===== src/rtl/vmicro16_pkg.sv =====
// Shared constants and types for the vmicro16 fetch path.
package vmicro16_pkg;

    localparam int unsigned ADDR_WIDTH = 16;
    localparam int unsigned DATA_WIDTH = 16;
    localparam logic [ADDR_WIDTH-1:0] RESET_VECTOR = 16'h0000;

    typedef struct packed {
        logic [ADDR_WIDTH-1:0] pc;
        logic [DATA_WIDTH-1:0] instr;
    } fetch_entry_t;

    typedef enum logic {
        StRun  = 1'b0,
        StHalt = 1'b1
    } fetch_state_e;

endpackage


===== src/rtl/vmicro16_fetch_fifo.sv =====
// Prefetch buffer of {pc, instr} entries; head is read straight from the register array.
module vmicro16_fetch_fifo
    import vmicro16_pkg::*;
#(
    parameter int unsigned DEPTH = 4
) (
    input  logic                       clk,
    input  logic                       reset,
    input  logic                       push,
    input  fetch_entry_t               push_data,
    input  logic                       pop,
    input  logic                       flush,
    output fetch_entry_t               head,
    output logic [$clog2(DEPTH):0]     count
);

    localparam int unsigned PtrW = $clog2(DEPTH);
    localparam int unsigned CntW = PtrW + 1;

    fetch_entry_t    mem_q [DEPTH];
    logic [PtrW-1:0] wr_q, rd_q;
    logic [CntW-1:0] count_q;

    // Storage is cleared on reset so the head reads as zero until the first push.
    always_ff @(posedge clk) begin
        if (reset) begin
            wr_q    <= '0;
            rd_q    <= '0;
            count_q <= '0;
            for (int i = 0; i < int'(DEPTH); i++) begin
                mem_q[i] <= '0;
            end
        end else if (flush) begin
            wr_q    <= '0;
            rd_q    <= '0;
            count_q <= '0;
        end else begin
            if (push) begin
                mem_q[wr_q] <= push_data;
                wr_q        <= wr_q + PtrW'(1);
            end
            if (pop) begin
                rd_q <= rd_q + PtrW'(1);
            end
            count_q <= count_q + CntW'(push) - CntW'(pop);
        end
    end

    assign head  = mem_q[rd_q];
    assign count = count_q;

endmodule


===== src/rtl/vmicro16_fetch.sv =====
// Instruction fetch: PC generation, credit-limited imem requests, prefetch FIFO to decode,
// and redirect handling that drops responses still in flight.
module vmicro16_fetch #(
    parameter int unsigned ADDR_WIDTH = vmicro16_pkg::ADDR_WIDTH,
    parameter int unsigned DATA_WIDTH = vmicro16_pkg::DATA_WIDTH,
    parameter logic [ADDR_WIDTH-1:0] RESET_VECTOR = vmicro16_pkg::RESET_VECTOR,
    parameter int unsigned FIFO_DEPTH = 4
) (
    input  logic                  clk,
    input  logic                  reset,
    output logic                  imem_req_valid,
    input  logic                  imem_req_ready,
    output logic [ADDR_WIDTH-1:0] imem_req_addr,
    input  logic                  imem_rsp_valid,
    input  logic [DATA_WIDTH-1:0] imem_rsp_data,
    output logic                  dec_valid,
    input  logic                  dec_ready,
    output logic [DATA_WIDTH-1:0] dec_instr,
    output logic [ADDR_WIDTH-1:0] dec_pc,
    input  logic                  redirect_valid,
    input  logic [ADDR_WIDTH-1:0] redirect_pc,
    input  logic                  halt
);
    import vmicro16_pkg::*;

    localparam int unsigned CntW = $clog2(FIFO_DEPTH) + 1;
    localparam logic [CntW:0] DepthLimit = (CntW + 1)'(FIFO_DEPTH);

    fetch_state_e          state_q, state_d;
    logic [ADDR_WIDTH-1:0] fetch_pc_q, fetch_pc_d;
    logic [ADDR_WIDTH-1:0] rsp_pc_q, rsp_pc_d;
    logic [CntW-1:0]       outstanding_q, outstanding_d;
    logic [CntW-1:0]       drop_q, drop_d;
    logic                  req_pending_q, req_pending_d;
    logic [CntW-1:0]       fifo_count;
    logic                  credit_ok, req_fire, rsp_keep, pop;
    fetch_entry_t          push_entry, head;

    // Dropped responses still occupy credit until they arrive.
    assign credit_ok = ({1'b0, fifo_count} + {1'b0, outstanding_q}) < DepthLimit;

    always_comb begin
        state_d = halt ? StHalt : StRun;

        // A presented but unaccepted request stays up even across a halt.
        imem_req_valid = !reset && !redirect_valid &&
                         (req_pending_q || (state_q == StRun && credit_ok));
        req_fire      = imem_req_valid && imem_req_ready;
        req_pending_d = imem_req_valid && !imem_req_ready;

        rsp_keep = imem_rsp_valid && (drop_q == '0) && !redirect_valid;
        pop      = dec_valid && dec_ready;

        outstanding_d = outstanding_q + CntW'(req_fire) - CntW'(imem_rsp_valid);
        fetch_pc_d    = req_fire ? fetch_pc_q + ADDR_WIDTH'(1) : fetch_pc_q;
        rsp_pc_d      = rsp_keep ? rsp_pc_q + ADDR_WIDTH'(1) : rsp_pc_q;
        drop_d        = (imem_rsp_valid && drop_q != '0) ? drop_q - CntW'(1) : drop_q;

        if (redirect_valid) begin
            fetch_pc_d = redirect_pc;
            rsp_pc_d   = redirect_pc;
            drop_d     = outstanding_d;
        end
    end

    always_ff @(posedge clk) begin
        if (reset) begin
            state_q       <= StRun;
            fetch_pc_q    <= RESET_VECTOR;
            rsp_pc_q      <= RESET_VECTOR;
            outstanding_q <= '0;
            drop_q        <= '0;
            req_pending_q <= 1'b0;
        end else begin
            state_q       <= state_d;
            fetch_pc_q    <= fetch_pc_d;
            rsp_pc_q      <= rsp_pc_d;
            outstanding_q <= outstanding_d;
            drop_q        <= drop_d;
            req_pending_q <= req_pending_d;
        end
    end

    assign push_entry = '{pc: rsp_pc_q, instr: imem_rsp_data};

    vmicro16_fetch_fifo #(
        .DEPTH(FIFO_DEPTH)
    ) u_fifo (
        .clk      (clk),
        .reset    (reset),
        .push     (rsp_keep),
        .push_data(push_entry),
        .pop      (pop),
        .flush    (redirect_valid),
        .head     (head),
        .count    (fifo_count)
    );

    assign imem_req_addr = fetch_pc_q;
    assign dec_valid     = (fifo_count != '0);
    assign dec_instr     = head.instr;
    assign dec_pc        = head.pc;

endmodule


===== config.mk =====
export PLATFORM = sky130hd
export DESIGN_NAME = vmicro16_fetch
export DESIGN_NICKNAME = d
export VERILOG_FILES = /design/src/rtl/vmicro16_pkg.sv /design/src/rtl/vmicro16_fetch_fifo.sv /design/src/rtl/vmicro16_fetch.sv
export SDC_FILE = /design/constraint.sdc
export NUM_CORES = 1
export LEC_CHECK = 0
export CAP_MARGIN = 5
export CORE_MARGIN = 2
export CORE_UTILIZATION = 61
export DETAILED_ROUTE_END_ITERATION = 8
export GPL_ROUTABILITY_DRIVEN = 0
export GPL_TIMING_DRIVEN = 0
export PLACE_DENSITY_LB_ADDON = 0.2
export SLEW_MARGIN = 20
export SYNTH_ARGS = -nofsm -noshare
export SYNTH_HDL_FRONTEND = slang
export SYNTH_SLANG_ARGS = --single-unit

===== constraint.sdc =====
create_clock -name clk -period 7.98 [get_ports clk]
set_input_delay 1.995 -clock clk [delete_from_list [all_inputs] [get_ports clk]]
set_output_delay 1.995 -clock clk [all_outputs]
set_load 0.005 [all_outputs]

==> metrics.txt, run 1 <==
status=finished clean; max incr delay on CP=between 500 and 600 ps; Overflow after GRT=0; cell count after placement=906; startpoint types=input pin; vias=5607; final-stage net count=between 800 and 900; max-cap violations=0; non-filler instance count after layout=between 900 and 1k; Crit Path Category=in2out; Power, Total=~2.1 mW; Final WS setup=~2400 ps; Synth Cell Area=between 8000 and 9000 um^2; post-DR vias/cell=around 6.0; clock sink count=roughly 180; DP Worst Slack=roughly 2400 ps; WL final=18260 um; routed length per instance=19.46 um; post-cts repair resize count=0; Max-slew headroom=40.42%; Hold Buf Count CTS=0; final instance area=~10000 um^2; Synthesized Nets=approximately 690; crit-path cells=clkdlybuf4s50_1 > nor2_1 > o211a_1 > clkdlybuf4s50_1; dpl hpwl=between 10000 and 15000 um; Setup TNS Final=0 ps; Seq cells post-synth=177; # port buffers=87; # setup viols final=0; Slew Limit Fails=0; most common cell after layout, fill and taps aside=edfxtp_1; Yosys cell types=58; drt first-iter violations=495; Initial Util=63.00%; slowest CP cell=clkdlybuf4s50_1; share of layout cells above drive strength 1=11.49%; 1st-pass router iterations=5; area delta synth->final=21.79%; core area=12720 um^2; global-route wire length before repair=around 29000 um; Hold Crit Class=reg2reg; htree depth=4; Final period util=69.52%; Max Root-Sink Buffers=2; n_diodes=0; Setup Buffers After CTS=0; number of remaining DRC errors=0; Top cell by count, worst path=clkdlybuf4s50_1; synthesized area per cell=roughly 12 um^2; worst slew pin tran=about 900 ps; peak supply drop=between 0.1 and 0.15 mV; commonest non-fill, non-tap cells in the layout=128 x edfxtp_1, 87 x clkdlybuf4s50_1, 84 x nor2_1; initial antenna violation count=0; chip height=118.6 um; crit path capture type=primary output; CTS tree=done; CP required=5990 ps; Post-synth top flop=edfxtp_1; Worst Path Arrival=3550 ps; CP Max Fanout=5; max frequency=about 0.18 GHz; Leak=about 3.6 nW; Synth async-reset ratio=0%; vias in the first global route=between 5k and 6k; Num CTS Buffers=17; CTS clk-pin slew, worst paths=70 ps; IO Pins=89; largest net degree at the start of global routing=33; ANT nets after route=0; DIE WIDTH=~120 um; GRT Total Usage=26.93%; Clock Latency Late Sink=between 400 and 500 ps; Root Buffer=clkbuf_16; RSZ-0062 raised after global routing=no; Std-Cell Rows=between 40 and 50; Placed Area=9215 um^2; Final Hold Vio Count=0; synthesis warning total=0; power density cells=between 200 and 250 nW/um^2; number of flops mapped to enable cells by yosys=128; cell count after synthesis=around 640; Period minus WS final=about 5500 ps; skew final=just under 7 ps; sequential share of the synthesized area=approximately 60%; die area=about 14000 um^2
flip-flops by register name, summed over array words and instances (netlist names), named ones only:
name           cells
drop_q             3
u_fifo.mem_q     128
req_pending_q      1
state_q            1
u_fifo.rd_q        2
rsp_pc_q          16
imem_req_addr     16
outstanding_q      3
u_fifo.count       3
u_fifo.wr_q        2
where the power goes:
group	total, mW	internal (mW)	switching, mW
registers	1.08	1.04	0.0364
logic	0.274	0.134	0.139
clock network	0.778	0.425	0.354
cell type report:
cell class	instances	area, um^2
repair buffers	92	954.7
clock inverters	15	121.4
fillers	828	2960
plain buffers	37	151.4
well taps	172	215.2
flip-flops and latches	177	4825
multi-input cells	380	2889
clock buffers	17	425.4
inverters	48	180.2
cells in the mapped netlist, types with 4 or more instances:
master	number	share of area [%]
and2_1	32	2.5
o21a_1	8	0.75
nand2b_1	4	0.31
a211oi_1	5	0.47
nand3_1	16	1.0
clkbuf_1	25	1.2
inv_1	45	2.1
mux4_2	32	9.0
xor2_1	5	0.55
and4_1	8	0.87
dfxtp_1	49	12
nor2b_1	4	0.31
and3_1	5	0.39
or3_1	7	0.55
nand2_1	50	2.3
a21boi_0	6	0.56
nor2_1	84	3.9
ha_1	10	1.6
nor4_1	8	0.62
nor3_1	5	0.31
xnor2_1	15	1.6
buf_2	10	0.62
edfxtp_1	128	48
a21oi_1	5	0.31
o21ai_0	10	0.62
o2111ai_1	5	0.55
nand4_1	9	0.70
a31oi_1	5	0.39
o31a_1	6	0.66
logic make-up (layout without fill, tap and decap cells):
kind of cell | after synthesis | count (layout) | share of synthesized area, %
compound gates | 69 | 69 | 6.478
simple gates | 246 | 246 | 15.83
fa+ha+maj | 12 | 12 | 2.061
buf+inv | 85 | 209 | 4.137
flops | 177 | 177 | 60.19
mux | 33 | 33 | 9.116
xor+xnor | 20 | 20 | 2.185
through the flow:
stage                     util, %  hold slack [ps]
final                       76.73            551.5
after global routing        76.73            582.4
after CTS                   76.73            551.9
after detailed placement    72.43            536.3
after global placement      71.54            504.3
after floorplan                 -            484.7
worst paths after layout:
| check | startpoint | endpoint | slack, ps | depth (start not counted) |
|---|---|---|---|---|
| max | redirect_valid | imem_req_valid | 2430 | 4 |
| min | u_fifo.rd_q[0] | flop | 550 | 2 |
| max reg2reg | u_fifo.count[1] | drop_q[2] | 5050 | 12 |
| min reg2reg | u_fifo.rd_q[0] | flop | 550 | 2 |
critical path: cells and delay by family:
kind	cells	cell delay (ps)
and+or+nand+nor	1	390
AOI/OAI and AO/OA	1	240
buffers and inverters	2	930
metal layers:
metal / routed length, um / global-route usage, %
met1: 7315 / 34.43
met2: 9507 / 45.29
met3: 1118 / 5.357
met4: 313 / 10.79
met5: 0 / 0
No activity file was read; power rests on OpenSTA's default activity.
==> inputs of run 2 (changes only) <==
--- a/config.mk
+++ b/config.mk
@@ -7,7 +7,7 @@
 export LEC_CHECK = 0
 export CAP_MARGIN = 5
 export CORE_MARGIN = 2
-export CORE_UTILIZATION = 61
+export CORE_UTILIZATION = 56
 export DETAILED_ROUTE_END_ITERATION = 8
 export GPL_ROUTABILITY_DRIVEN = 0
 export GPL_TIMING_DRIVEN = 0
==> constraint.sdc (replaced) <==
create_clock -name clk -period 5.6 [get_ports clk]
set_input_delay 1.4 -clock clk [delete_from_list [all_inputs] [get_ports clk]]
set_output_delay 1.4 -clock clk [all_outputs]
set_load 0.005 [all_outputs]
==> run 2 against run 1 <==
Effect of this change: flip-flop and latch count unchanged; clock skew down 1.1 ps; critical path type unchanged; die area up 8.6%; cell count up 0.85%; combinational power up 41%; final area up 0.64%; routed wire length about the same.
==> metrics.txt, run 2 (same netlist as run 1, synthesis figures left out) <==
1st-pass router iterations=5 (unchanged); core area=13930 um^2 (was 12720 um^2); max incr delay on CP=500 ps (was 510 ps); post-cts repair resize count=0 (unchanged); n_diodes=0 (unchanged); DIE WIDTH=123.6 um (was 118.6 um); Setup TNS Final=0 ps (unchanged); Slew Limit Fails=0 (unchanged); Root Buffer=clkbuf_16 (unchanged); skew final=5.846 ps (was 6.927 ps); crit-path cells=clkdlybuf4s50_1 > nor2_1 > o211a_1 > clkdlybuf4s50_1 (unchanged); Power, Total=3.146 mW (was 2.130 mW); Hold Buf Count CTS=0 (unchanged); most common cell after layout, fill and taps aside=edfxtp_1 (unchanged); IO Pins=89 (unchanged); Most flops, register=u_fifo.mem_q (unchanged); startpoint types=input pin (unchanged); Initial Util=57.52% (was 63.00%); number of remaining DRC errors=0 (unchanged); # setup viols final=0 (unchanged); GRT busiest layer=met2 (unchanged); Crit Path Category=in2out (unchanged); worst reg2reg setup slack=2660 ps (was 5050 ps); grt met3 use=5.266% (was 5.357%); drt first-iter violations=392 (was 495); Max Root-Sink Buffers=2 (unchanged); # port buffers=87 (unchanged); Clock Latency Late Sink=430 ps (about the same); DP Worst Slack=1288 ps (was 2434 ps); CTS tree=done (unchanged); CP top delay family=buffers and inverters (unchanged); Worst R2R Path Depth=12 (unchanged); Final WS setup=1305 ps (was 2432 ps); vias=5521 (was 5607); CP Max Fanout=5 (unchanged); final instance area=9824 um^2 (was 9762 um^2); max frequency=0.2329 GHz; Num CTS Buffers=17 (unchanged); RSZ-0062 raised after global routing=no (unchanged); Final period util=76.69%; initial antenna violation count=0 (unchanged); slowest CP cell=clkdlybuf4s50_1 (unchanged); largest net degree at the start of global routing=33 (unchanged); Final Hold Vio Count=0 (unchanged); global-route wire length before repair=28700 um (was 29070 um); Worst Path Arrival=2890 ps (was 3550 ps); commonest non-fill, non-tap cells in the layout=128 x edfxtp_1, 87 x clkdlybuf4s50_1, 84 x nor2_1 (unchanged); routed length per instance=19.28 um (was 19.46 um); Hold Crit Class=reg2reg (unchanged); Placed Area=9214 um^2 (was 9215 um^2); WL final=18240 um (was 18260 um); final-stage net count=804 (unchanged); r2r startpoint=u_fifo.count[1] (unchanged); vias in the first global route=5700 (was 5789); status=finished clean (unchanged); Std-Cell Rows=43 (was 41); post-DR vias/cell=5.836 (was 5.978); dpl hpwl=12170 um (was 12280 um); CTS clk-pin slew, worst paths=70 ps (about the same); ANT nets after route=0 (unchanged); share of layout cells above drive strength 1=11.36% (was 11.49%); Top cell by count, worst path=clkdlybuf4s50_1 (unchanged); peak supply drop=0.2183 mV (was 0.1384 mV); CP required=4200 ps (was 5990 ps); area delta synth->final=22.57% (was 21.79%); GRT Total Usage=25.75% (was 26.93%); WP buf/inv=2 (unchanged); die area=15290 um^2 (was 14070 um^2); crit path capture type=primary output (unchanged); GR Util met1=30.74% (was 34.43%); power density cells=320.2 nW/um^2 (was 218.2 nW/um^2); worst setup path end=imem_req_valid (unchanged); chip height=123.6 um (was 118.6 um); max FFs per register=128 (unchanged); Overflow after GRT=0 (unchanged); clock sink count=177 (unchanged); GR met2 Demand/Resource=44.44% (was 45.29%); fillers=978 (was 828); htree depth=4 (unchanged); Setup Buffers After CTS=0 (unchanged); Crit. path cell count=4 (unchanged); Period minus WS final=around 4300 ps; worst slew pin tran=957.3 ps (was 893.7 ps); Max-slew headroom=36.18% (was 40.42%); worst setup path startpoint=redirect_valid (unchanged); Leak=3.696 nW (was 3.644 nW); max-cap violations=0 (unchanged); worst r2r dst=drop_q[2] (unchanged)
-- run 2: cell types whose count changed in the layout (fill, tap and decap cells not counted) --
cell,before,now
buf_6,1,2
bufinv_16,1,2
clkinv_4,2,0
buf_12,0,1
clkinv_2,2,3
clkinv_1,5,2
clkbuf_8,0,2
buf_16,1,0
clkbuf_16,17,19
buf_8,3,2
clkbuf_1,25,29
inv_6,0,2
clkinvlp_4,7,0
-- run 2: metal layers --
layer  vias up  part of all wire, %
met5         -                    0
met2       203                   51
met4         0                  3.0
met1      2701                   39
met3        42                  6.2
li1       2575                    -
-- run 2: cell type report --
| type | count | area [um^2] | area share, % |
|---|---|---|---|
| Timing Repair Buffer | 92 | 943.4 | 9.603 |
| Inverter | 48 | 180.2 | 1.834 |
| Clock inverter | 7 | 92.59 | 0.9424 |
| Tap cell | 180 | 225.2 | 2.292 |
| Buffer | 37 | 151.4 | 1.541 |
| Sequential cell | 177 | 4825 | 49.11 |
| Multi-Input combinational cell | 380 | 2889 | 29.41 |
| Clock buffer | 25 | 518.0 | 5.273 |
-- run 2: worst min-delay path by stage --
stage | start | end | slack [ps] | cells past startpoint
floorplan | u_fifo.rd_q[1] | flop | 480 | 2
global placement | u_fifo.rd_q[1] | flop | 500 | 2
detailed placement | u_fifo.rd_q[1] | u_fifo.rd_q[1] | 520 | 2
CTS | u_fifo.rd_q[1] | u_fifo.rd_q[1] | 540 | 2
global route | u_fifo.rd_q[1] | u_fifo.rd_q[1] | 570 | 2
finish | u_fifo.rd_q[1] | u_fifo.rd_q[1] | 540 | 2
-- run 2: worst reg2reg max path: cells and delay by family, from the launching register on --
family | cells | cell delay (ps)
AND/OR/NAND/NOR | 2 | 480
AO/OA/AOI/OAI | 2 | 410
XOR/XNOR | 2 | 340
flip-flops | 1 | 380
buffers and inverters | 2 | 130
adder cells (fa/ha/maj) | 4 | 1090
-- run 2: power by group --
group | internal, mW | switching (mW)
clock | 0.736 | 0.488
sequential | 1.48 | 0.0527
combinational | 0.189 | 0.196
total | 2.41 | 0.737
-- run 2: stage by stage --
step / instances / hold slack [ps] / utilization [%]
2_1_floorplan: 642 / 484.7 / -
3_3_place_gp: 909 / 500.4 / 65.39
3_5_place_dp: 914 / 517.8 / 66.12
4_1_cts: 946 / 537.2 / 70.50
5_1_grt: 946 / 569.7 / 70.50
6_report: 946 / 539.2 / 70.50
==> inputs of run 3 (changes only) <==
==> constraint.sdc (replaced) <==
create_clock -name clk -period 4.5 [get_ports clk]
set_input_delay 1.125 -clock clk [delete_from_list [all_inputs] [get_ports clk]]
set_output_delay 1.125 -clock clk [all_outputs]
set_load 0.005 [all_outputs]
==> results of run 3 <==
The final DEF is identical to that of run 2. Status: finished clean.
Main changes from that run: setup slack after placement 1288 ps -> 572.1 ps; setup slack after layout 1305 ps -> 755.4 ps; register-to-register setup slack 2660 ps -> 1560 ps; total power 3.146 mW -> 3.915 mW; worst IR drop on VDD 0.2183 mV -> 0.2716 mV
